$ cat src/rtl/swt16_dmem_arbiter_if.sv
// swt16_dmem_arbiter_if: core, debug and dmem signals of the data-memory arbiter
interface swt16_dmem_arbiter_if #(
    parameter int AW = 12,
    parameter int DW = 16
);
    logic          core_rd_en;
    logic          core_wr_en;
    logic [AW-1:0] core_rd_addr;
    logic [AW-1:0] core_wr_addr;
    logic [DW-1:0] core_wr_word;
    logic          dbg_req;
    logic          dbg_we;
    logic [AW-1:0] dbg_addr;
    logic [DW-1:0] dbg_wr_word;
    logic [DW-1:0] mem_rd_word;
    logic [AW-1:0] mem_rd_addr;
    logic [AW-1:0] mem_wr_addr;
    logic [DW-1:0] mem_wr_word;
    logic          mem_write_en;
    logic          dbg_busy;
    logic          dbg_ack;
    logic [DW-1:0] dbg_rd_word;
    logic          core_stall;

    modport slave (
        input  core_rd_en, core_wr_en, core_rd_addr, core_wr_addr, core_wr_word,
        input  dbg_req, dbg_we, dbg_addr, dbg_wr_word, mem_rd_word,
        output mem_rd_addr, mem_wr_addr, mem_wr_word, mem_write_en,
        output dbg_busy, dbg_ack, dbg_rd_word, core_stall
    );

    modport master (
        output core_rd_en, core_wr_en, core_rd_addr, core_wr_addr, core_wr_word,
        output dbg_req, dbg_we, dbg_addr, dbg_wr_word, mem_rd_word,
        input  mem_rd_addr, mem_wr_addr, mem_wr_word, mem_write_en,
        input  dbg_busy, dbg_ack, dbg_rd_word, core_stall
    );
endinterface

$ cat src/rtl/swt16_dmem_arbiter.sv
// swt16_dmem_arbiter: core-priority dmem sharing with a debug port; SWT16_DMEM_ARB_STARVE_GUARD_EN adds a forced debug slot
module swt16_dmem_arbiter #(
    parameter int DMEM_ADDR_WIDTH = 12,
    parameter int DMEM_WORD_WIDTH = 16
`ifdef SWT16_DMEM_ARB_STARVE_GUARD_EN
    ,
    parameter int STARVE_LIMIT = 8
`endif
) (
    input logic clock,
    input logic reset,
    swt16_dmem_arbiter_if.slave bus
);
    typedef enum logic [1:0] {IDLE, PEND, RDATA} state_t;

    state_t                     state, next;
    logic                       cap_we;
    logic [DMEM_ADDR_WIDTH-1:0] cap_addr;
    logic [DMEM_WORD_WIDTH-1:0] cap_word;
    logic [DMEM_WORD_WIDTH-1:0] rd_word;
    logic                       ack;
    logic                       core_idle;
    logic                       force_slot;
    logic                       issue;

    assign core_idle = !bus.core_rd_en && !bus.core_wr_en;
    assign issue     = (state == PEND) && (core_idle || force_slot);

`ifdef SWT16_DMEM_ARB_STARVE_GUARD_EN
    localparam int CW = $clog2(STARVE_LIMIT + 1);
    logic [CW-1:0] cnt;

    // only blocked PEND cycles advance the counter; it holds once saturated
    always_ff @(posedge clock) begin
        if (reset)
            cnt <= '0;
        else if (issue)
            cnt <= '0;
        else if (state == PEND && !core_idle && cnt != CW'(STARVE_LIMIT))
            cnt <= cnt + 1'b1;
    end

    assign force_slot = (state == PEND) && (cnt == CW'(STARVE_LIMIT));
`else
    assign force_slot = 1'b0;
`endif

    always_ff @(posedge clock) begin
        if (reset) begin
            state   <= IDLE;
            ack     <= 1'b0;
            rd_word <= '0;
        end else begin
            state <= next;
            ack   <= (issue && cap_we) || (state == RDATA);
            if (state == RDATA)
                rd_word <= bus.mem_rd_word;
            if (state == IDLE && bus.dbg_req) begin
                cap_we   <= bus.dbg_we;
                cap_addr <= bus.dbg_addr;
                cap_word <= bus.dbg_wr_word;
            end
        end
    end

    always_comb begin
        next = state == IDLE ? (bus.dbg_req ? PEND : IDLE) :
               state == PEND ? (issue ? (cap_we ? IDLE : RDATA) : PEND) : IDLE;
    end

    assign bus.mem_rd_addr  = issue ? cap_addr : bus.core_rd_addr;
    assign bus.mem_wr_addr  = issue ? cap_addr : bus.core_wr_addr;
    assign bus.mem_wr_word  = issue ? cap_word : bus.core_wr_word;
    assign bus.mem_write_en = reset ? 1'b0 : issue ? cap_we : bus.core_wr_en;
    assign bus.dbg_busy     = state != IDLE;
    assign bus.dbg_ack      = ack;
    assign bus.dbg_rd_word  = rd_word;
    assign bus.core_stall   = force_slot;
endmodule
$ cat src/flat_wrapper.sv
// flat-port wrapper written by rule: the top's interface ports become plain ports
module swt16_dmem_arbiter_flat 
#(
    parameter int DMEM_ADDR_WIDTH = 12,
    parameter int DMEM_WORD_WIDTH = 16

)
  (clock, reset, bus_core_rd_en, bus_core_wr_en, bus_core_rd_addr, bus_core_wr_addr, bus_core_wr_word, bus_dbg_req, bus_dbg_we, bus_dbg_addr, bus_dbg_wr_word, bus_mem_rd_word, bus_mem_rd_addr, bus_mem_wr_addr, bus_mem_wr_word, bus_mem_write_en, bus_dbg_busy, bus_dbg_ack, bus_dbg_rd_word, bus_core_stall);
  swt16_dmem_arbiter_if bus_i ();
  input logic clock;
  input logic reset;
  input wire logic [$bits(bus_i.core_rd_en)-1:0] bus_core_rd_en;
  input wire logic [$bits(bus_i.core_wr_en)-1:0] bus_core_wr_en;
  input wire logic [$bits(bus_i.core_rd_addr)-1:0] bus_core_rd_addr;
  input wire logic [$bits(bus_i.core_wr_addr)-1:0] bus_core_wr_addr;
  input wire logic [$bits(bus_i.core_wr_word)-1:0] bus_core_wr_word;
  input wire logic [$bits(bus_i.dbg_req)-1:0] bus_dbg_req;
  input wire logic [$bits(bus_i.dbg_we)-1:0] bus_dbg_we;
  input wire logic [$bits(bus_i.dbg_addr)-1:0] bus_dbg_addr;
  input wire logic [$bits(bus_i.dbg_wr_word)-1:0] bus_dbg_wr_word;
  input wire logic [$bits(bus_i.mem_rd_word)-1:0] bus_mem_rd_word;
  output wire logic [$bits(bus_i.mem_rd_addr)-1:0] bus_mem_rd_addr;
  output wire logic [$bits(bus_i.mem_wr_addr)-1:0] bus_mem_wr_addr;
  output wire logic [$bits(bus_i.mem_wr_word)-1:0] bus_mem_wr_word;
  output wire logic [$bits(bus_i.mem_write_en)-1:0] bus_mem_write_en;
  output wire logic [$bits(bus_i.dbg_busy)-1:0] bus_dbg_busy;
  output wire logic [$bits(bus_i.dbg_ack)-1:0] bus_dbg_ack;
  output wire logic [$bits(bus_i.dbg_rd_word)-1:0] bus_dbg_rd_word;
  output wire logic [$bits(bus_i.core_stall)-1:0] bus_core_stall;
  assign bus_i.core_rd_en = bus_core_rd_en;
  assign bus_i.core_wr_en = bus_core_wr_en;
  assign bus_i.core_rd_addr = bus_core_rd_addr;
  assign bus_i.core_wr_addr = bus_core_wr_addr;
  assign bus_i.core_wr_word = bus_core_wr_word;
  assign bus_i.dbg_req = bus_dbg_req;
  assign bus_i.dbg_we = bus_dbg_we;
  assign bus_i.dbg_addr = bus_dbg_addr;
  assign bus_i.dbg_wr_word = bus_dbg_wr_word;
  assign bus_i.mem_rd_word = bus_mem_rd_word;
  assign bus_mem_rd_addr = bus_i.mem_rd_addr;
  assign bus_mem_wr_addr = bus_i.mem_wr_addr;
  assign bus_mem_wr_word = bus_i.mem_wr_word;
  assign bus_mem_write_en = bus_i.mem_write_en;
  assign bus_dbg_busy = bus_i.dbg_busy;
  assign bus_dbg_ack = bus_i.dbg_ack;
  assign bus_dbg_rd_word = bus_i.dbg_rd_word;
  assign bus_core_stall = bus_i.core_stall;
  swt16_dmem_arbiter #(.DMEM_ADDR_WIDTH(DMEM_ADDR_WIDTH), .DMEM_WORD_WIDTH(DMEM_WORD_WIDTH)) u_core (.clock(clock), .reset(reset), .bus(bus_i));
endmodule
$ cat config.mk
export PLATFORM = sky130hd
export DESIGN_NAME = swt16_dmem_arbiter_flat
export DESIGN_NICKNAME = d
export VERILOG_FILES = /design/src/rtl/swt16_dmem_arbiter_if.sv /design/src/rtl/swt16_dmem_arbiter.sv /design/src/flat_wrapper.sv
export SDC_FILE = /design/constraint.sdc
export NUM_CORES = 1
export LEC_CHECK = 0
export BUFFER_PORTS_ARGS = -buffer_cell sky130_fd_sc_hd__buf_4
export CORE_MARGIN = 10
export CORE_UTILIZATION = 35
export CTS_CLUSTER_DIAMETER = 80
export DETAILED_ROUTE_END_ITERATION = 7
export GPL_TIMING_DRIVEN = 0
export PLACE_DENSITY = 0.69
export SYNTH_ARGS = -nofsm -noshare
export SYNTH_HDL_FRONTEND = slang
export SYNTH_SLANG_ARGS = --single-unit
$ cat constraint.sdc
create_clock -name clock -period 4.85 [get_ports clock]
set_clock_uncertainty 0.05 [all_clocks]
set_input_delay 0.97 -clock clock [delete_from_list [all_inputs] [get_ports clock]]
set_output_delay 0.97 -clock clock [all_outputs]
set_load 0.01 [all_outputs]
# After elaboration in Yosys (flattened, before gate mapping)
# Cells that the tools add are included.
# classes
n_addsub	0
multipliers	0
n_div	0
order_cmp	0
eq_ne	2
shift	0
muxes	10
bitwise	1
n_reduce_logical	10
# ops
op	count
12-bit 2-to-1 mux	2
16-bit 2-to-1 mux	1
2-bit 2-to-1 mux	4
1-bit logical AND	4
1-bit 2-to-1 mux	3
2-bit by 1-bit == test with 1-bit output (second input constant)	1
2-bit == test (second input constant)	1
1-bit logical NOT	2
2-bit logical NOT	1
2-bit AND reduction	1
2-bit nonzero test	1
1-bit logical OR	1
1-bit NOT	1
# word_totals
ff_bits	48
latch_bits	0
ramBits	0
mem_bits_ro	0
in_bits	90
word_cells	29
memories	0

# Logic depth before layout (Yosys ltp)
# Gate-level depths: netlist of the first run.
# depth
depth_word	6
ltp_mapped	5

# Least setup slack after synthesis of the first run
# No wires, ideal clock.
# synth_path
kind	input-to-reg
startpoint	in reset
endpoint	reg u_core.cap_addr[0] (enable)
arrival_time_ns	4.307
t_required_ns	4.302
slack_ns	-0.006
stages	2
n_path_buf	1
path_cell_list	clkbuf_1 -> nor4b_1
# synth_between
elab_chain_cells	2
# synth_rtl
element	line_no	text
from (decl)	flat_wrapper.sv:11	input logic reset;
1-bit NOT (no source line)	--	
2-bit AND reduction (no source line)	--	
to (signal assigned)	swt16_dmem_arbiter.sv:60	cap_addr <= bus.dbg_addr;
to (decl)	swt16_dmem_arbiter.sv:18	logic [DMEM_ADDR_WIDTH-1:0] cap_addr;
# No other way between the ends.
# A chain may end at the register's enable or synchronous reset.

# Worst setup path after layout of the first run
# layout_path
startpoint	in bus_core_wr_en
endpoint	out bus_mem_rd_addr[8]
# layout_between
elab_chain_cells	4
# layout_rtl
element	line_no	text
from (decl)	flat_wrapper.sv:13	input wire logic [$bits(bus_i.core_wr_en)-1:0] bus_core_wr_en;
1-bit logical NOT	swt16_dmem_arbiter.sv:26	assign core_idle = !bus.core_rd_en && !bus.core_wr_en;
1-bit logical AND	swt16_dmem_arbiter.sv:26	
1-bit logical AND	swt16_dmem_arbiter.sv:27	assign issue = (state == PEND) && (core_idle || force_slot);
12-bit 2-to-1 mux	swt16_dmem_arbiter.sv:71	assign bus.mem_rd_addr = issue ? cap_addr : bus.core_rd_addr;
to (decl)	flat_wrapper.sv:22	output wire logic [$bits(bus_i.mem_rd_addr)-1:0] bus_mem_rd_addr;
# No other way between the ends.

==> summary.md, run 1 <==
| Metric | Value |
|---|---|
| Final setup viols | `0` |
| Setup repair bufs after CTS | `0` |
| Synthesized cell area | `0.00207 mm²` |
| RSZ-0062 raised after global routing | `no` |
| Mean post-synth cell area | `approximately 9 µm²` |
| Core Area | `approximately 0.0056 mm²` |
| Rows | `27` |
| Ant diodes | `0` |
| Initial antenna violation count | `0` |
| GRT Util Overall | `between 10% and 20%` |
| Net Sw Frac | `22.3%` |
| DIE AREA | `0.00939 mm²` |
| Post-layout minimum cycle time | `between 3000 and 4000 ps` |
| HPWL Detailed | `5870 µm` |
| Layout cell share with drive strength beyond 1 | `43.9%` |
| Post-route DRC violation count | `0` |
| Die height | `roughly 97 µm` |
| Leakage | `1.69 nW` |
| Drt total wl | `7120 µm` |
| Vias in the first global route | `2,049` |
| First-pass GRT wire length | `between 10,000 and 15,000 µm` |
| GP Congestion | `~0.85` |
| Combinational power share | `18.3%` |
| Vias | `2,048` |
| Inserted Clock Buffers | `5` |
| Max VDD drop | `0.162 mV` |
| Max Buffers Root-to-Sink | `2` |
| CTS tree | `done` |
| Synthesis-to-layout area growth | `66.0%` |
| Cell count after synthesis | `234` |
| Sinks on Clock Net | `48` |
| Power share of the sequential group | `around half` |
| F_max | `300 MHz` |
| Routed len/inst | `15.3 µm` |
| Post-synthesis sequential area ratio | `between 60% and 70%` |
| Fin. max-slew vios | `0` |
| # placed instances | `roughly 460` |
| Max_slew headroom | `58.4%` |
| Chip Width | `96.9 µm` |
| Final Hold Fails | `0` |
| Int Power | `0.704 mW` |
| Clock root buffer | `clkbuf_8` |
| Endpoint class of the critical path | `primary output` |
| H-tree Lvls | `2` |
| Final Instance Count excl. Fillers | `464` |
| CP Launch Type | `input pin` |
| Final ANT Viol Nets | `0` |
| Filler instances | `541` |
| Status | `finished, final reports clean` |
| DR iter-0 viols | `57` |
| Final Cycle Share | `68.7%` |
| Initial core utilization | `36.9%` |
| Yosys reg bits | `48` |
| Post-layout nets | `between 400 and 500` |
| Power Dens Cells | `roughly 260 mW/mm²` |
| Post_cts resized | `0` |
| Largest net degree at the start of global routing | `16` |
| Slew of the pin with the lowest slew margin | `between 600 and 700 ps` |
| Clock power frac | `31.9%` |
| Crit Path Max Fanout | `10` |
| Ys Warns | `0` |
| Worst hold path type | `register to register` |
| Worst slack, placed | `1460 ps` |
| Clock-pin slew of the registers on the worst-case setup and hold paths | `about 90 ps` |
| Most frequent cells in the layout | `buf_4 (149), nand2_1 (140), edfxtp_1 (29)` |
| Data arrival, critical path | `2310 ps` |
| Setup ws final | `1520 ps` |
| Via density | `4.41` |
| Max_cap viols | `0` |
| Setup Crit Path Kind | `input pin to primary output` |
| PortBufs | `148` |
| Post-synthesis cell type count | `20` |
| Total power | `between 0.9 and 1 mW` |
| Syn Nets | `324` |
| Net load switching power | `0.202 mW` |
| Multi-input logic area | `about 740 µm²` |
| DR pass1 iterations | `4` |
| Io pins | `150` |
| Gr ovfl total | `0` |
| Commonest non-fill, non-tap cell in the layout | `buf_4` |
| FF/Latch Area | `0.00125 mm²` |
| # hold bufs at CTS | `0` |
| Clk_lat worst skew | `300 ps` |
| Worst path required time | `between 3000 and 4000 ps` |
| Sum Neg Setup Slack | `0 ps` |
## cell type report
cell class | instances | area share, %
Timing Repair Buffer | 150 | 33.2
Clock buffer | 8 | 3.53
Buffer | 14 | 2.69
Sequential cell | 48 | 36.4
Multi-Input combinational cell | 172 | 21.6
Tap cell | 72 | 2.62
## kinds of logic (layout without fill, tap and decap cells)
logic type | count (synthesis) | after routing | share of synthesized area [%]
other | 1 | 1 | 0.181
and+or+nand+nor | 153 | 153 | 30.4
buffers and inverters | 14 | 172 | 4.47
DFF | 48 | 48 | 60.4
AOI/OAI and AO/OA | 18 | 18 | 4.53
## critical path, stage by stage
cell	delay (ps)
buf_4	130
nor4b_4	580
buf_2	330
nand2_1	110
nand2_1	70
buf_4	110
## path summary, 6_finish.rpt
kind	cells past startpoint	slack (ps)	end	start
hold reg to reg	1	400	u_core.state[1]	u_core.cap_we
setup / recovery	6	1520	bus_mem_rd_addr[8]	bus_core_wr_en
hold / removal	1	400	u_core.state[1]	u_core.cap_we
setup reg to reg	5	3260	u_core.bus.dbg_rd_word[12]	u_core.state[0]
## power by group through the flow
stage / clock (mW) / combinational [mW] / sequential, mW
after floorplan: 0 / 0.0560 / 0.460
after global placement: 0 / 0.162 / 0.460
after detailed placement: 0 / 0.168 / 0.460
after CTS: 0.298 / 0.169 / 0.451
after global routing: 0.313 / 0.181 / 0.452
final: 0.289 / 0.166 / 0.451
## registers in the layout, summed over array words and instances (netlist names)
| signal | count |
|---|---|
| u_core.cap_addr | 12 |
| u_core.bus.dbg_rd_word | 16 |
| u_core.state | 2 |
| u_core.bus.dbg_ack | 1 |
| u_core.cap_we | 1 |
| u_core.cap_word | 16 |
## per-stage QoR
step,util [%],hold WS (ps),instance area [µm²]
2_1_floorplan,-,371,2080
3_3_place_gp,58.5,379,3280
3_5_place_dp,59.1,388,3320
4_1_cts,61.3,401,3440
5_1_grt,61.3,423,3440
6_report,61.3,399,3440
## cell usage after synthesis
| master | n | area (µm²) |
|---|---|---|
| nor2b_1 | 1 | 6.26 |
| or2_2 | 1 | 6.26 |
| a2111oi_0 | 1 | 8.76 |
| nand2_1 | 140 | 526 |
| buf_2 | 5 | 25.0 |
| conb_1 | 1 | 3.75 |
| or4b_1 | 1 | 10.0 |
| a21oi_1 | 17 | 85.1 |
| edfxtp_1 | 29 | 871 |
| nor4b_1 | 1 | 8.76 |
| or2b_1 | 1 | 7.51 |
| nor4bb_1 | 1 | 10.0 |
| dfxtp_1 | 19 | 380 |
| nor4b_4 | 1 | 23.8 |
| nor3_2 | 1 | 10.0 |
| clkbuf_1 | 4 | 15.0 |
| nand2b_1 | 1 | 6.26 |
| nor2_1 | 4 | 15.0 |
| buf_4 | 1 | 7.51 |
| buf_6 | 4 | 45.0 |
## routing by layer
layer,global-route usage [%],vias up,wire length (µm)
met4,3.49,0,80
met5,0,-,0
met2,22.1,109,3190
li1,-,1057,-
met3,8.52,9,915
met1,15.8,873,2930
Note: power is estimated with default switching activity, not from simulation.
==> run 2: changes to the inputs <==
--- a/config.mk
+++ b/config.mk
@@ -5,13 +5,14 @@
 export SDC_FILE = /design/constraint.sdc
 export NUM_CORES = 1
 export LEC_CHECK = 0
+export ABC_AREA = 1
 export BUFFER_PORTS_ARGS = -buffer_cell sky130_fd_sc_hd__buf_4
 export CORE_MARGIN = 10
 export CORE_UTILIZATION = 35
 export CTS_CLUSTER_DIAMETER = 80
 export DETAILED_ROUTE_END_ITERATION = 7
 export GPL_TIMING_DRIVEN = 0
-export PLACE_DENSITY = 0.69
+export PLACE_DENSITY = 0.67
 export SYNTH_ARGS = -nofsm -noshare
 export SYNTH_HDL_FRONTEND = slang
 export SYNTH_SLANG_ARGS = --single-unit
==> constraint.sdc (replaced) <==
create_clock -name clock -period 3.4 [get_ports clock]
set_clock_uncertainty 0.05 [all_clocks]
set_input_delay 0.68 -clock clock [delete_from_list [all_inputs] [get_ports clock]]
set_output_delay 0.68 -clock clock [all_outputs]
set_load 0.01 [all_outputs]
==> summary.md, run 2 <==
| Metric | Value |
|---|---|
| Ys flop type | `edfxtp_1 (unchanged)` |
| Mean post-synth cell area | `8.84 µm² (was 8.85 µm²)` |
| Final Instance Area | `0.00338 mm² (was 0.00344 mm²)` |
| Status | `finished, final reports clean (unchanged)` |
| Die height | `96.9 µm (about the same)` |
| Most frequent cells in the layout | `buf_4 (153), nand2_1 (137), edfxtp_1 (29) (was buf_4 (149), nand2_1 (140), edfxtp_1 (29))` |
| Rows | `27 (unchanged)` |
| Initial core utilization | `36.9% (about the same)` |
| Largest cells by area after synthesis | `edfxtp_1 (42%), nand2_1 (25%), dfxtp_1 (18%) (unchanged)` |
| Commonest non-fill, non-tap cell in the layout | `buf_4 (unchanged)` |
| HPWL Detailed | `5710 µm (was 5870 µm)` |
| Crit-path max cell delay | `170 ps (was 580 ps)` |
| Post-synthesis cell type count | `22 (was 20)` |
| Filler instances | `532 (was 541)` |
| Io pins | `150 (unchanged)` |
| Post-DP Area | `0.00329 mm² (was 0.00332 mm²)` |
| CP Launch Type | `input pin (unchanged)` |
| Hold Crit Depth | `1 (unchanged)` |
| Slew of the pin with the lowest slew margin | `876 ps (was 621 ps)` |
| Synth area leader | `edfxtp_1 (unchanged)` |
| Sinks on Clock Net | `48 (unchanged)` |
| CP bufs+invs | `4 (was 3)` |
| Synthesized cell area | `0.00207 mm² (about the same)` |
| EDFF count, synth | `29 (unchanged)` |
| Drt total wl | `6870 µm (was 7120 µm)` |
| GRT Util Overall | `13.7% (was 14.1%)` |
| Ant diodes | `0 (unchanged)` |
| Synthesis-to-layout area growth | `63.4% (was 66.0%)` |
| Max_slew headroom | `41.5% (was 58.4%)` |
| Max Buffers Root-to-Sink | `2 (unchanged)` |
| Total power | `1.22 mW (was 0.906 mW)` |
| CTS tree | `done (unchanged)` |
| Data arrival, critical path | `1610 ps (was 2310 ps)` |
| First-pass GRT wire length | `10,600 µm (was 10,800 µm)` |
| Sum Neg Setup Slack | `0 ps (unchanged)` |
| Setup ws final | `1060 ps (was 1520 ps)` |
| Post-layout nets | `480 (was 481)` |
| Gr ovfl total | `0 (unchanged)` |
| GP Congestion | `0.807 (was 0.850)` |
| Clock-pin slew of the registers on the worst-case setup and hold paths | `80 ps (was 90 ps)` |
| Synth top area share | `42.1% (about the same)` |
| Post-route DRC violation count | `0 (unchanged)` |
| Largest net degree at the start of global routing | `17 (was 16)` |
| Critical path cell sequence | `buf_4 -> nor2_2 -> nand2_4 -> inv_4 -> buf_6 -> nand2_1 -> nand2_1 -> buf_4 (was buf_4 -> nor4b_4 -> buf_2 -> nand2_1 -> nand2_1 -> buf_4)` |
| Core Area | `0.00561 mm² (unchanged)` |
| Routed len/inst | `14.8 µm (was 15.3 µm)` |
| Final ANT Viol Nets | `0 (unchanged)` |
| Vias in the first global route | `2,079 (was 2,049)` |
| Setup repair bufs after CTS | `0 (unchanged)` |
| RSZ-0062 raised after global routing | `no (unchanged)` |
| DR iter-0 viols | `64 (was 57)` |
| Worst hold path type | `register to register (unchanged)` |
| Fin. max-slew vios | `0 (unchanged)` |
| Max stage delay cell, worst path | `buf_6 (was nor4b_4)` |
| Stages on worst setup path | `8 (was 6)` |
| R2r worst-path depth | `4 (was 5)` |
| Crit Path Max Fanout | `10 (unchanged)` |
| Post_cts resized | `0 (unchanged)` |
| Via density | `4.43 (was 4.41)` |
| Max VDD drop | `0.245 mV (was 0.162 mV)` |
| Power Dens Cells | `361 mW/mm² (was 264 mW/mm²)` |
| Setup Crit Path Kind | `input pin to primary output (unchanged)` |
| Leakage | `1.68 nW (was 1.69 nW)` |
| Ys Warns | `0 (unchanged)` |
| Count leader, synth | `nand2_1 (unchanged)` |
| Initial antenna violation count | `0 (unchanged)` |
| Clock root buffer | `clkbuf_8 (unchanged)` |
| Final setup viols | `0 (unchanged)` |
| DR pass1 iterations | `4 (unchanged)` |
| PortBufs | `148 (unchanged)` |
| Worst slack, placed | `977 ps (was 1460 ps)` |
| Synth cell count leaders | `nand2_1 (137), edfxtp_1 (29), a21oi_1 (19), dfxtp_1 (19), buf_4 (5) (was nand2_1 (140), edfxtp_1 (29), dfxtp_1 (19), a21oi_1 (17), buf_2 (5))` |
| Vias | `2,052 (was 2,048)` |
| Hold slack final | `407 ps (was 399 ps)` |
| FFs w/ async S/R, synth | `0% (unchanged)` |
| Layout cell share with drive strength beyond 1 | `45.5% (was 43.9%)` |
| Max_cap viols | `0 (unchanged)` |
| Post-synthesis sequential area ratio | `60.5% (was 60.4%)` |
| H-tree Lvls | `2 (unchanged)` |
| DIE AREA | `0.00938 mm² (was 0.00939 mm²)` |
| Clk_lat worst skew | `290 ps (was 300 ps)` |
| Syn Nets | `324 (unchanged)` |
| R2r setup slk | `1490 ps (was 3260 ps)` |
| Cell count after synthesis | `234 (unchanged)` |
| Inserted Clock Buffers | `5 (unchanged)` |
| Chip Width | `96.9 µm (about the same)` |
| Final Cycle Share | `slightly below 70%` |
| Endpoint class of the critical path | `primary output (unchanged)` |
| F_max | `427 MHz` |
| Crit-path leading delay family | `buffers and inverters (was simple AND/OR/NAND/NOR gates)` |
| Yosys reg bits | `48 (unchanged)` |
| Post-layout minimum cycle time | `approximately 2300 ps` |
| Worst path required time | `2670 ps (was 3830 ps)` |
| # hold bufs at CTS | `0 (unchanged)` |
| Final Hold Fails | `0 (unchanged)` |
## run 2: cell count changes after synthesis, sizes merged, moves of 2 or more
cell | previous run | this run
inv | 0 | 5
nor4b | 2 | 0
nand2 | 140 | 143
a21oi | 17 | 19
clkbuf | 4 | 1
## run 2: layout make-up
cell class | instances | area (µm²) | share of cell area, %
clock buffers | 7 | 86.3 | 2.55
multi-input cells | 170 | 708 | 21.0
well taps | 72 | 90.1 | 2.67
inverters | 5 | 23.8 | 0.703
flip-flops and latches | 48 | 1250 | 37.0
repair buffers | 149 | 1130 | 33.3
plain buffers | 11 | 87.6 | 2.59
clock inverters | 1 | 6.26 | 0.185
## run 2: worst register-to-register path, cell delays in order, from the launching register on
cell	delay, ps
dfxtp_1	370
nor2_1	160
nand2_1	110
nor2_2	680
buf_8	250
## run 2: worst paths after layout
kind	start	to
worst min-delay path	u_core.cap_we	u_core.state[1]
worst max register to register	u_core.state[1]	u_core.cap_addr[9]
worst min register to register	u_core.cap_we	u_core.state[1]
worst max-delay path	bus_core_wr_en	bus_mem_wr_word[1]
## run 2: logic make-up (layout without fill, tap and decap cells)
logic type / count (synthesis) / count (layout) / share of synthesized area, %
and+or+nand+nor: 149 / 149 / 29.1
AOI/OAI and AO/OA: 20 / 20 / 4.84
DFF: 48 / 48 / 60.5
other: 1 / 1 / 0.181
buffers and inverters: 16 / 173 / 5.38
## run 2: layer usage
metal / part of all wire, % / global-route usage [%] / vias up
li1: - / - / 1047
met1: 38 / 14.4 / 894
met2: 49 / 23.3 / 105
met3: 11 / 7.52 / 6
met4: 0.89 / 3.38 / 0
met5: 0 / 0 / -
## run 2: stage by stage
stage	util, %	cells
detailed placement	58.6	455
global route	60.3	463
floorplan	-	234
CTS	60.3	463
global placement	58.3	454
finish	60.3	463
## run 2: power by group
group | switching (mW) | internal [mW] | total (mW)
sequential | 0.00532 | 0.637 | 0.642
combinational | 0.0989 | 0.134 | 0.233
clock | 0.178 | 0.166 | 0.344
total | 0.283 | 0.937 | 1.22
==> run 3: changes to the inputs <==
==> constraint.sdc (replaced) <==
create_clock -name clock -period 2.2 [get_ports clock]
set_clock_uncertainty 0.05 [all_clocks]
set_input_delay 0.44 -clock clock [delete_from_list [all_inputs] [get_ports clock]]
set_output_delay 0.44 -clock clock [all_outputs]
set_load 0.01 [all_outputs]
==> summary.md, run 3 (synthesized netlist as in run 2, its figures left out) <==
| Metric | Value |
|---|---|
| Post_cts resized | `0 (unchanged)` |
| Clock-pin slew of the registers on the worst-case setup and hold paths | `90 ps (was 80 ps)` |
| DR pass1 iterations | `6 (was 4)` |
| Worst hold path type | `input pin to register (was register to register)` |
| Multi-input logic area | `708 µm² (unchanged)` |
| Io pins | `150 (unchanged)` |
| Setup Crit Path Kind | `register to primary output (was input pin to primary output)` |
| Leakage | `1.69 nW (was 1.68 nW)` |
| Inserted Clock Buffers | `5 (unchanged)` |
| Final Cycle Share | `89.0%` |
| Clock root buffer | `clkbuf_8 (unchanged)` |
| Max_cap viols | `0 (unchanged)` |
| Core Area | `0.00561 mm² (unchanged)` |
| Largest net degree at the start of global routing | `16 (was 17)` |
| H-tree Lvls | `2 (unchanged)` |
| Post-layout nets | `480 (unchanged)` |
| Sinks on Clock Net | `48 (unchanged)` |
| Max stage delay cell, worst path | `dfxtp_1 (was buf_6)` |
| DR iter-0 viols | `66 (was 64)` |
| Synthesis-to-layout area growth | `63.6% (was 63.4%)` |
| Post-layout minimum cycle time | `1960 ps` |
| Final Instance Count excl. Fillers | `463 (unchanged)` |
| Crit-path max cell delay | `360 ps (was 170 ps)` |
| Crit Path Max Fanout | `10 (unchanged)` |
| Gr ovfl total | `0 (unchanged)` |
| Initial core utilization | `36.9% (unchanged)` |
| F_max | `511 MHz` |
| GP Congestion | `0.808 (was 0.807)` |
| Data arrival, critical path | `1470 ps (was 1610 ps)` |
| CP Launch Type | `register (was input pin)` |
| Final ANT Viol Nets | `0 (unchanged)` |
| Routed len/inst | `14.5 µm (was 14.8 µm)` |
| Chip Width | `96.9 µm (unchanged)` |
| Setup repair bufs after CTS | `0 (unchanged)` |
| GRT Util Overall | `13.2% (was 13.7%)` |
| Vias in the first global route | `2,014 (was 2,079)` |
| Critical path cell sequence | `inv_2 -> nor2_4 -> nand2_4 -> inv_4 -> buf_6 -> nand2_2 -> nand2_1 -> buf_4 (was buf_4 -> nor2_2 -> nand2_4 -> inv_4 -> buf_6 -> nand2_1 -> nand2_1 -> buf_4)` |
| CTS tree | `done (unchanged)` |
| Post-route DRC violation count | `0 (unchanged)` |
| Endpoint class of the critical path | `primary output (unchanged)` |
| Die height | `96.9 µm (unchanged)` |
| Fin. max-slew vios | `0 (unchanged)` |
| PortBufs | `148 (unchanged)` |
| Status | `finished, final reports clean (unchanged)` |
| Worst path required time | `1710 ps (was 2670 ps)` |
| Initial antenna violation count | `0 (unchanged)` |
| Clk_lat worst skew | `300 ps (was 290 ps)` |
| # hold bufs at CTS | `0 (unchanged)` |
| DIE AREA | `0.00938 mm² (unchanged)` |
| Layout cell share with drive strength beyond 1 | `45.5% (unchanged)` |
| Max_slew headroom | `45.0% (was 41.5%)` |
| CP bufs+invs | `4 (unchanged)` |
| Filler instances | `533 (was 532)` |
| Max VDD drop | `0.341 mV (was 0.245 mV)` |
| HPWL Detailed | `5600 µm (was 5710 µm)` |
| Via density | `4.36 (was 4.43)` |
| RSZ-0062 raised after global routing | `no (unchanged)` |
| FF/Latch Area | `0.00125 mm² (unchanged)` |
| Hold slack final | `264 ps (was 407 ps)` |
| Most frequent cells in the layout | `buf_4 (153), nand2_1 (137), edfxtp_1 (29) (unchanged)` |
| Crit-path leading delay family | `buffers and inverters (unchanged)` |
| First-pass GRT wire length | `10,200 µm (was 10,600 µm)` |
| Ant diodes | `0 (unchanged)` |
| Commonest non-fill, non-tap cell in the layout | `buf_4 (unchanged)` |
| # placed instances | `455 (unchanged)` |
| Final Hold Fails | `0 (unchanged)` |
| Max Buffers Root-to-Sink | `2 (unchanged)` |
| Slew of the pin with the lowest slew margin | `824 ps (was 876 ps)` |
| Final setup viols | `0 (unchanged)` |
| Rows | `27 (unchanged)` |
| Drt total wl | `6710 µm (was 6870 µm)` |
| Power Dens Cells | `549 mW/mm² (was 361 mW/mm²)` |
| Vias | `2,019 (was 2,052)` |
run 3: changes by cell type in the layout (fill, tap and decap cells not counted), sizes merged:
cell and delta:
clkinv +1, clkbuf -1
run 3: cell type report:
cell class / instances / share of cell area, %
buffer: 11 / 2.59
inverter: 5 / 0.703
sequential: 48 / 37.0
multi-input combinational: 170 / 20.9
clock inverter: 2 / 0.333
tap: 72 / 2.66
clock buffer: 6 / 2.14
timing repair buffer: 149 / 33.7
run 3: path summary, 6_finish.rpt:
check,to,cells past startpoint,startpoint,slack (ps)
worst min register to register,u_core.bus.dbg_rd_word[5],2,u_core.bus.dbg_rd_word[5],420
worst max register to register,u_core.cap_addr[11],4,u_core.state[1],370
worst max-delay path,bus_mem_wr_addr[8],8,u_core.state[0],240
worst min-delay path,u_core.cap_word[10],1,bus_dbg_wr_word[10],260
run 3: routing by layer:
| layer | global-route usage [%] | routed length (µm) |
|---|---|---|
| met1 | 13.7 | 2590 |
| met2 | 22.3 | 3190 |
| met3 | 7.95 | 893 |
| met4 | 3.04 | 34 |
| met5 | 0 | 0 |
run 3: worst register-to-register path: stages (launching register included):
cell and delay [ps]:
dfxtp_1 380, nor2_1 150, nand2_1 100, nor2_2 640, buf_16 230
run 3: stage by stage:
stage	setup TNS (ps)	utilization, %	instance area [µm²]	power, mW	setup WS [ps]
floorplan	0	-	2070	1.14	320
global placement	-6830	58.3	3270	1.37	-236
detailed placement	0	58.8	3300	1.38	91.7
CTS	0	60.3	3380	1.89	204
global route	0	60.3	3380	1.95	121
finish	0	60.3	3380	1.86	242
run 3: report_power, final:
part           switching, mW  total (mW)  internal, mW
Combinational          0.152       0.362         0.210
Clock                  0.278       0.501         0.223
Sequential           0.00848       0.993         0.984
Total                  0.438        1.86          1.42
